File: src/rtl/counter_event_monitor.sv
// Watches an upstream counter for overflow and compare-match edges, raises a
// four-phase interrupt handshake and keeps a saturating count of events.
module counter_event_monitor #(
    parameter int CNT_W = 4,
    parameter int EVT_W = 8
) (
    input  logic             clk,
    input  logic             reset,
    input  logic [CNT_W-1:0] cnt_in,
    input  logic             ovf_in,
    input  logic [CNT_W-1:0] cmp_value,
    input  logic             cmp_en,
    input  logic             irq_ack,
    input  logic             evt_clr,
    output logic             irq_req,
    output logic [1:0]       irq_cause,
    output logic [EVT_W-1:0] evt_count,
    output logic             evt_sat,
    output logic             busy
);

    typedef enum logic [1:0] {
        IDLE = 2'd0,
        REQ  = 2'd1,
        ACKW = 2'd2
    } state_t;

    localparam logic [EVT_W-1:0] EVT_MAX = '1;

    state_t         state, state_nxt;
    logic           ovf_d, match_d, match;
    logic [1:0]     new_evt, pend, pend_nxt, cause_nxt;
    logic [1:0]     evt_num;
    logic [EVT_W:0] count_sum;

    // Only rising edges of the sticky overflow flag and of the match condition count as events
    assign match     = cmp_en & (cnt_in == cmp_value);
    assign new_evt   = {match & ~match_d, ovf_in & ~ovf_d};
    assign evt_num   = {1'b0, new_evt[0]} + {1'b0, new_evt[1]};
    assign count_sum = {1'b0, evt_count} + (EVT_W+1)'(evt_num);
    assign busy      = (state != IDLE);

    always_comb begin
        state_nxt = state;
        pend_nxt  = pend | new_evt;
        cause_nxt = irq_cause;
        case (state)
            IDLE: begin
                cause_nxt = 2'b00;
                if ((pend | new_evt) != 2'b00) begin
                    state_nxt = REQ;
                    cause_nxt = pend | new_evt;
                    pend_nxt  = 2'b00;
                end
            end
            REQ: begin
                if (irq_ack) begin
                    state_nxt = ACKW;
                    cause_nxt = 2'b00;
                end
            end
            ACKW: begin
                cause_nxt = 2'b00;
                if (!irq_ack) state_nxt = IDLE;
            end
            default: begin
                state_nxt = IDLE;
                cause_nxt = 2'b00;
            end
        endcase
    end

    always_ff @(posedge clk) begin
        if (reset) begin
            state     <= IDLE;
            irq_req   <= 1'b0;
            irq_cause <= 2'b00;
            pend      <= 2'b00;
            ovf_d     <= 1'b0;
            match_d   <= 1'b0;
            evt_count <= '0;
            evt_sat   <= 1'b0;
        end else begin
            state     <= state_nxt;
            irq_req   <= (state_nxt == REQ);
            irq_cause <= cause_nxt;
            pend      <= pend_nxt;
            ovf_d     <= ovf_in;
            match_d   <= match;
            // A clear restarts counting from this cycle's events rather than dropping them
            if (evt_clr) begin
                evt_count <= EVT_W'(evt_num);
                evt_sat   <= 1'b0;
            end else if (count_sum >= {1'b0, EVT_MAX}) begin
                evt_count <= EVT_MAX;
                evt_sat   <= 1'b1;
            end else begin
                evt_count <= count_sum[EVT_W-1:0];
            end
        end
    end

endmodule
File: config.mk
export PLATFORM = sky130hd
export DESIGN_NAME = counter_event_monitor
export DESIGN_NICKNAME = d
export VERILOG_FILES = /design/src/rtl/counter_event_monitor.sv
export SDC_FILE = /design/constraint.sdc
export NUM_CORES = 1
export LEC_CHECK = 0
export BUFFER_PORTS_ARGS = -buffer_cell sky130_fd_sc_hd__clkbuf_2
export CAP_MARGIN = 25
export CORE_MARGIN = 1.5
export CORE_UTILIZATION = 35
export DETAILED_ROUTE_END_ITERATION = 16
export SLEW_MARGIN = 20
export SYNTH_ARGS = -nofsm -noshare
export SYNTH_HDL_FRONTEND = slang
export SYNTH_SLANG_ARGS = --single-unit
File: constraint.sdc
create_clock -name clk -period 4 [get_ports clk]
set_input_delay 0 -clock clk [delete_from_list [all_inputs] [get_ports clk]]
set_output_delay 0 -clock clk [all_outputs]
set_load 0.005 [all_outputs]
# --- After elaboration in Yosys (flattened, before gate mapping) ---
# Cells that the tools add are included.
op_classes:
  n_addsub: 2
  magnitude_cmp: 1
  n_eq_ne: 5
  mux: 11
  n_bitwise: 6
  reduce_logical: 4
ops:
  columns: ["cell", "count"]
  rows:
  - ["2-bit two-way mux", 8]
  - ["8-bit by 2-bit adder with 9-bit output", 1]
  - ["9-bit by 8-bit greater-or-equal comparator with 1-bit output (second input constant)", 1]
  - ["8-bit two-way mux", 1]
  - ["2-bit one-hot mux with 3 select lines", 1]
  - ["2-bit by 1-bit equality test with 1-bit output (second input constant)", 2]
  - ["4-bit equality test", 1]
  - ["2-bit one-hot mux with 2 select lines", 1]
  - ["2-bit nonzero test", 2]
  - ["1-bit bitwise AND", 3]
  - ["1-bit by 1-bit adder with 2-bit output", 1]
  - ["2-bit equality test (second input constant)", 1]
  - ["2-bit logical NOT", 1]
  - ["2-bit inequality test (second input constant)", 1]
  - ["1-bit NOT", 2]
  - ["2-bit OR", 1]
  - ["2-bit OR reduction", 1]
totals:
  regBits: 18
  input_bits: 14
  output_inout_bits: 13

# --- Logic depth before layout (Yosys ltp) ---
logic_depth:
  depth_word: 8
  ltp_mapped: 12

# --- Least setup slack after synthesis ---
# No wires, ideal clock.
synth_path:
  kind: "in2reg"
  startpoint: "in cmp_value[1]"
  endpoint: "reg evt_sat"
  setup_time_ns: 0.058
  arrival_time_ns: 2.269
  t_required_ns: 3.942
  setup_slack_ns: 1.673
  path_stages: 12
  n_path_buf: 1
  path_cell_list: "xor2_1 nor3_1 nand4b_1 inv_1 ha_1 ha_1 fa_1 clkbuf_1 a211o_1 a21oi_1 nand3b_1 a31o_1"
synth_via:
  elab_chain_len: 6
synth_rtl:
  columns: ["element", "line_no", "text"]
  rows:
  - ["from (decl)", "11", "input logic [CNT_W-1:0] cmp_value,"]
  - ["4-bit equality test", "37", "assign match = cmp_en & (cnt_in == cmp_value);"]
  - ["1-bit bitwise AND", "37", null]
  - ["1-bit bitwise AND", "38", "assign new_evt = {match & ~match_d, ovf_in & ~ovf_d};"]
  - ["1-bit by 1-bit adder with 2-bit output", "39", "assign evt_num = {1'b0, new_evt[0]} + {1'b0, new_evt[1]};"]
  - ["8-bit by 2-bit adder with 9-bit output", "40", "assign count_sum = {1'b0, evt_count} + (EVT_W+1)'(evt_num);"]
  - ["9-bit by 8-bit greater-or-equal comparator with 1-bit output", "94", "end else if (count_sum >= {1'b0, EVT_MAX}) begin"]
  - ["to (signal assigned)", "82", "evt_sat <= 1'b0;"]
  - ["to (signal assigned)", "93", "evt_sat <= 1'b0;"]
  - ["to (signal assigned)", "96", "evt_sat <= 1'b1;"]
  - ["to (decl)", "18", "output logic evt_sat,"]
# No other way between the ends.
# A chain may end at the register's enable or synchronous reset.

# --- Worst setup path after layout ---
layout_path:
  startpoint: "reg match_d"
  endpoint: "reg evt_sat"
layout_via:
  elab_chain_len: 5
layout_rtl:
  columns: ["element", "line_no", "text"]
  rows:
  - ["from (decl)", "31", "logic ovf_d, match_d, match;"]
  - ["from (signal assigned)", "89", "match_d <= match;"]
  - ["1-bit NOT", "38", null]
  - ["1-bit bitwise AND", "38", null]
  - ["1-bit by 1-bit adder with 2-bit output", "39", null]
  - ["8-bit by 2-bit adder with 9-bit output", "40", null]
  - ["9-bit by 8-bit greater-or-equal comparator with 1-bit output", "94", null]
# No other way between the ends.

==> impl_metrics.yaml <==
outcome:
  status: "finished, final reports clean"
sta:
  slew_headroom: 0.722
  max_freq_mhz: 401
  tns_ps: 0
  period_share: 0.624
  finalHoldViolCount: 0
  grt_setup_unrepaired: "no"
  drv_slew: 0
  worst_pin_slew_ps: 415
  finalCriticalPeriod_ps: 2500
  skew_ps: 1.69
  setup_viol: 0
yosys:
  seq_area_frac_synth: 0.391
  async_flop_share: 0
  synth_top_flop_cell: "dfxtp_1"
  synth_fp_nets: 119
  ys_types: 31
  synthesis.area_um2: 921
  synth_edf_count: 0
  syn_inst: 101
  ys_ff_latch: 18
  yosysWarnings: 0
  syn_area_per_cell_um2: 9.12
drt:
  num_vias: 820
  final_antenna_net_count: 0
  drt_iter0_drc: 3
  first_pass_iters: 4
  via_per_inst: 5.16
  post_drt_wl_per_cell_um: 12.0
  drc_errors: 0
  routed_wl_um: 1920
worst_setup_path:
  critPathRequiredTime_ps: 4250
  crit_top_cell: "ha_1"
  slowest_stage: "fa_1"
  cp_data_arrival_time_ps: 2740
  cp-end-kind: "register"
  critPathLaunchType: "register"
  cpPeakStageDelay_ps: 560
  crit_type: "register to register"
  path_cells: "nand4b_1, inv_1, ha_1, ha_1, fa_1, a211o_1, a21oi_1, nand3b_1, a31o_1"
  cp_max_fo: 10
cts:
  cts_setup_buffers: 0
  cts_buffers: 3
  cts_resized: 0
  cts_tree: "done"
  ctsHtreeMaxLevel: 1
  clock_sinks: 18
  clock_path_buffers: 2
  clk-insertion-delay-late_ps: 290
  clockRootBuffer: "clkbuf_4"
  clk_pin_slew_ps: 100
  ctsHoldBuffers: 4
grt:
  antenna_found_initial: 0
  grt_max_degree: 12
  grt_pass1_wl_um: 3190
  grt_usage: 0.149
  overflow: 0
  first_global_vias: 737
die:
  pin_count: 27
  std_cell_rows: 18
  dieArea_um2: 2950
  coreArea_um2: 2480
  start_util: 0.372
  fp.dieH_um: 54.3
  die_w_um: 54.3
final_layout:
  final_cell_count_no_fill: 159
  final_area_um2: 1120
  layout_commonest_cell: "clkbuf_2"
  final_cell_mix: "clkbuf_2, dfxtp_1, a21oi_1, nor3_1, nor2_1"
  drive_gt1_frac: 0.240
  area_growth_pct: 22.1
  antenna_cells: 0
  multiInputGateArea_um2: 515
  ff_latch_area_um2: 360
  fillCellCount: 246
  nNetsFinal: 149
placement:
  place_congestion: 0.729
  placed_area_um2: 1060
  dp.cells: 152
  dpl.hpwl_um: 1360
  numPortBuffers: 26
power:
  p_per_area_nw_per_um2: 300
  p_sw_w: 0.0000883
  switching_share: 0.262
  p_leak_nw: 0.494
  sequentialPowerShare: 0.573
  p_int_w: 0.000249
  irDropWorstVdd_v: 0.000283
  p_comb_frac: 0.154
  clockPowerShare: 0.273
job:
  maxCapViolations: 0
min_path:
  hold_path.class: "primary input to register"
## flip-flops by register name, indices dropped and copies added, names as in the netlist
signal and count:
ovf_d 1, evt_sat 1, state 2, pend 2
irq_cause 2, evt_count 8, irq_req 1, match_d 1
## power by group through the flow
stage                     clock network, W  registers [W]  logic (W)
after CTS                        0.0000958       0.000194  0.0000526
after global routing              0.000103       0.000195  0.0000581
after floorplan                          0       0.000195  0.0000320
after global placement                   0       0.000198  0.0000488
final                            0.0000921       0.000193  0.0000520
after detailed placement                 0       0.000198  0.0000492
## final cells by class
cell class | instances | share of cell area
multi-input combinational | 73 | 0.458
sequential | 18 | 0.320
timing repair buffer | 30 | 0.151
tap | 30 | 0.0334
clock buffer | 3 | 0.0200
inverter | 5 | 0.0167
## per-stage QoR
stage,setup slack (ps),utilization,hold slack (ps),power (W)
finish,1500,0.454,22.3,0.000338
global route,1350,0.454,32.2,0.000356
CTS,1500,0.454,17.0,0.000342
detailed placement,1350,0.429,234,0.000247
global placement,1450,0.429,226,0.000246
floorplan,1670,-,126,0.000227
## cells by family (layout without fill, tap and decap cells)
kind of cell	Yosys count	in the layout	synth area share
compound gates	19	19	0.132
flops	18	18	0.391
xor+xnor	9	9	0.0856
fa+ha+maj	4	4	0.0625
buf+inv	10	38	0.0489
simple gates	41	41	0.280
## final timing paths
path         cells past startpoint       to     from  slack [ps]
max reg2reg                      9  evt_sat  match_d        1500
max                              9  evt_sat  match_d        1500
min reg2reg                      2  pend[1]  pend[1]         490
min                              2  match_d    reset          20
## worst max-delay path, delay by kind of cell, from the launching register on
family	cells	cell delay, ps
buffers and inverters	1	110
AO/OA/AOI/OAI	3	620
adder cells (fa/ha/maj)	3	1030
AND/OR/NAND/NOR	2	390
flip-flops	1	310
## synth_stat cells, types with 3 or more instances
cell,instances,area [µm²]
a211o_1,3,26.3
a21oi_1,9,45.0
clkbuf_1,4,15.0
dfxtp_1,18,360
ha_1,3,37.5
inv_1,5,18.8
nand2b_1,3,18.8
nand3_1,3,15.0
nand4_1,3,18.8
nor2_1,6,22.5
nor2b_1,4,25.0
nor3_1,7,35.0
nor3b_1,4,30.0
xnor2_1,4,35.0
xor2_1,5,43.8
## routing by layer
layer	GRT usage	wire length, µm	vias up
met1	0.179	874	376
met2	0.257	924	29
met4	0.0125	0	0
met5	0	0	-
met3	0.0628	117	0
li1	-	-	415
(Power assumes the default switching activity.)
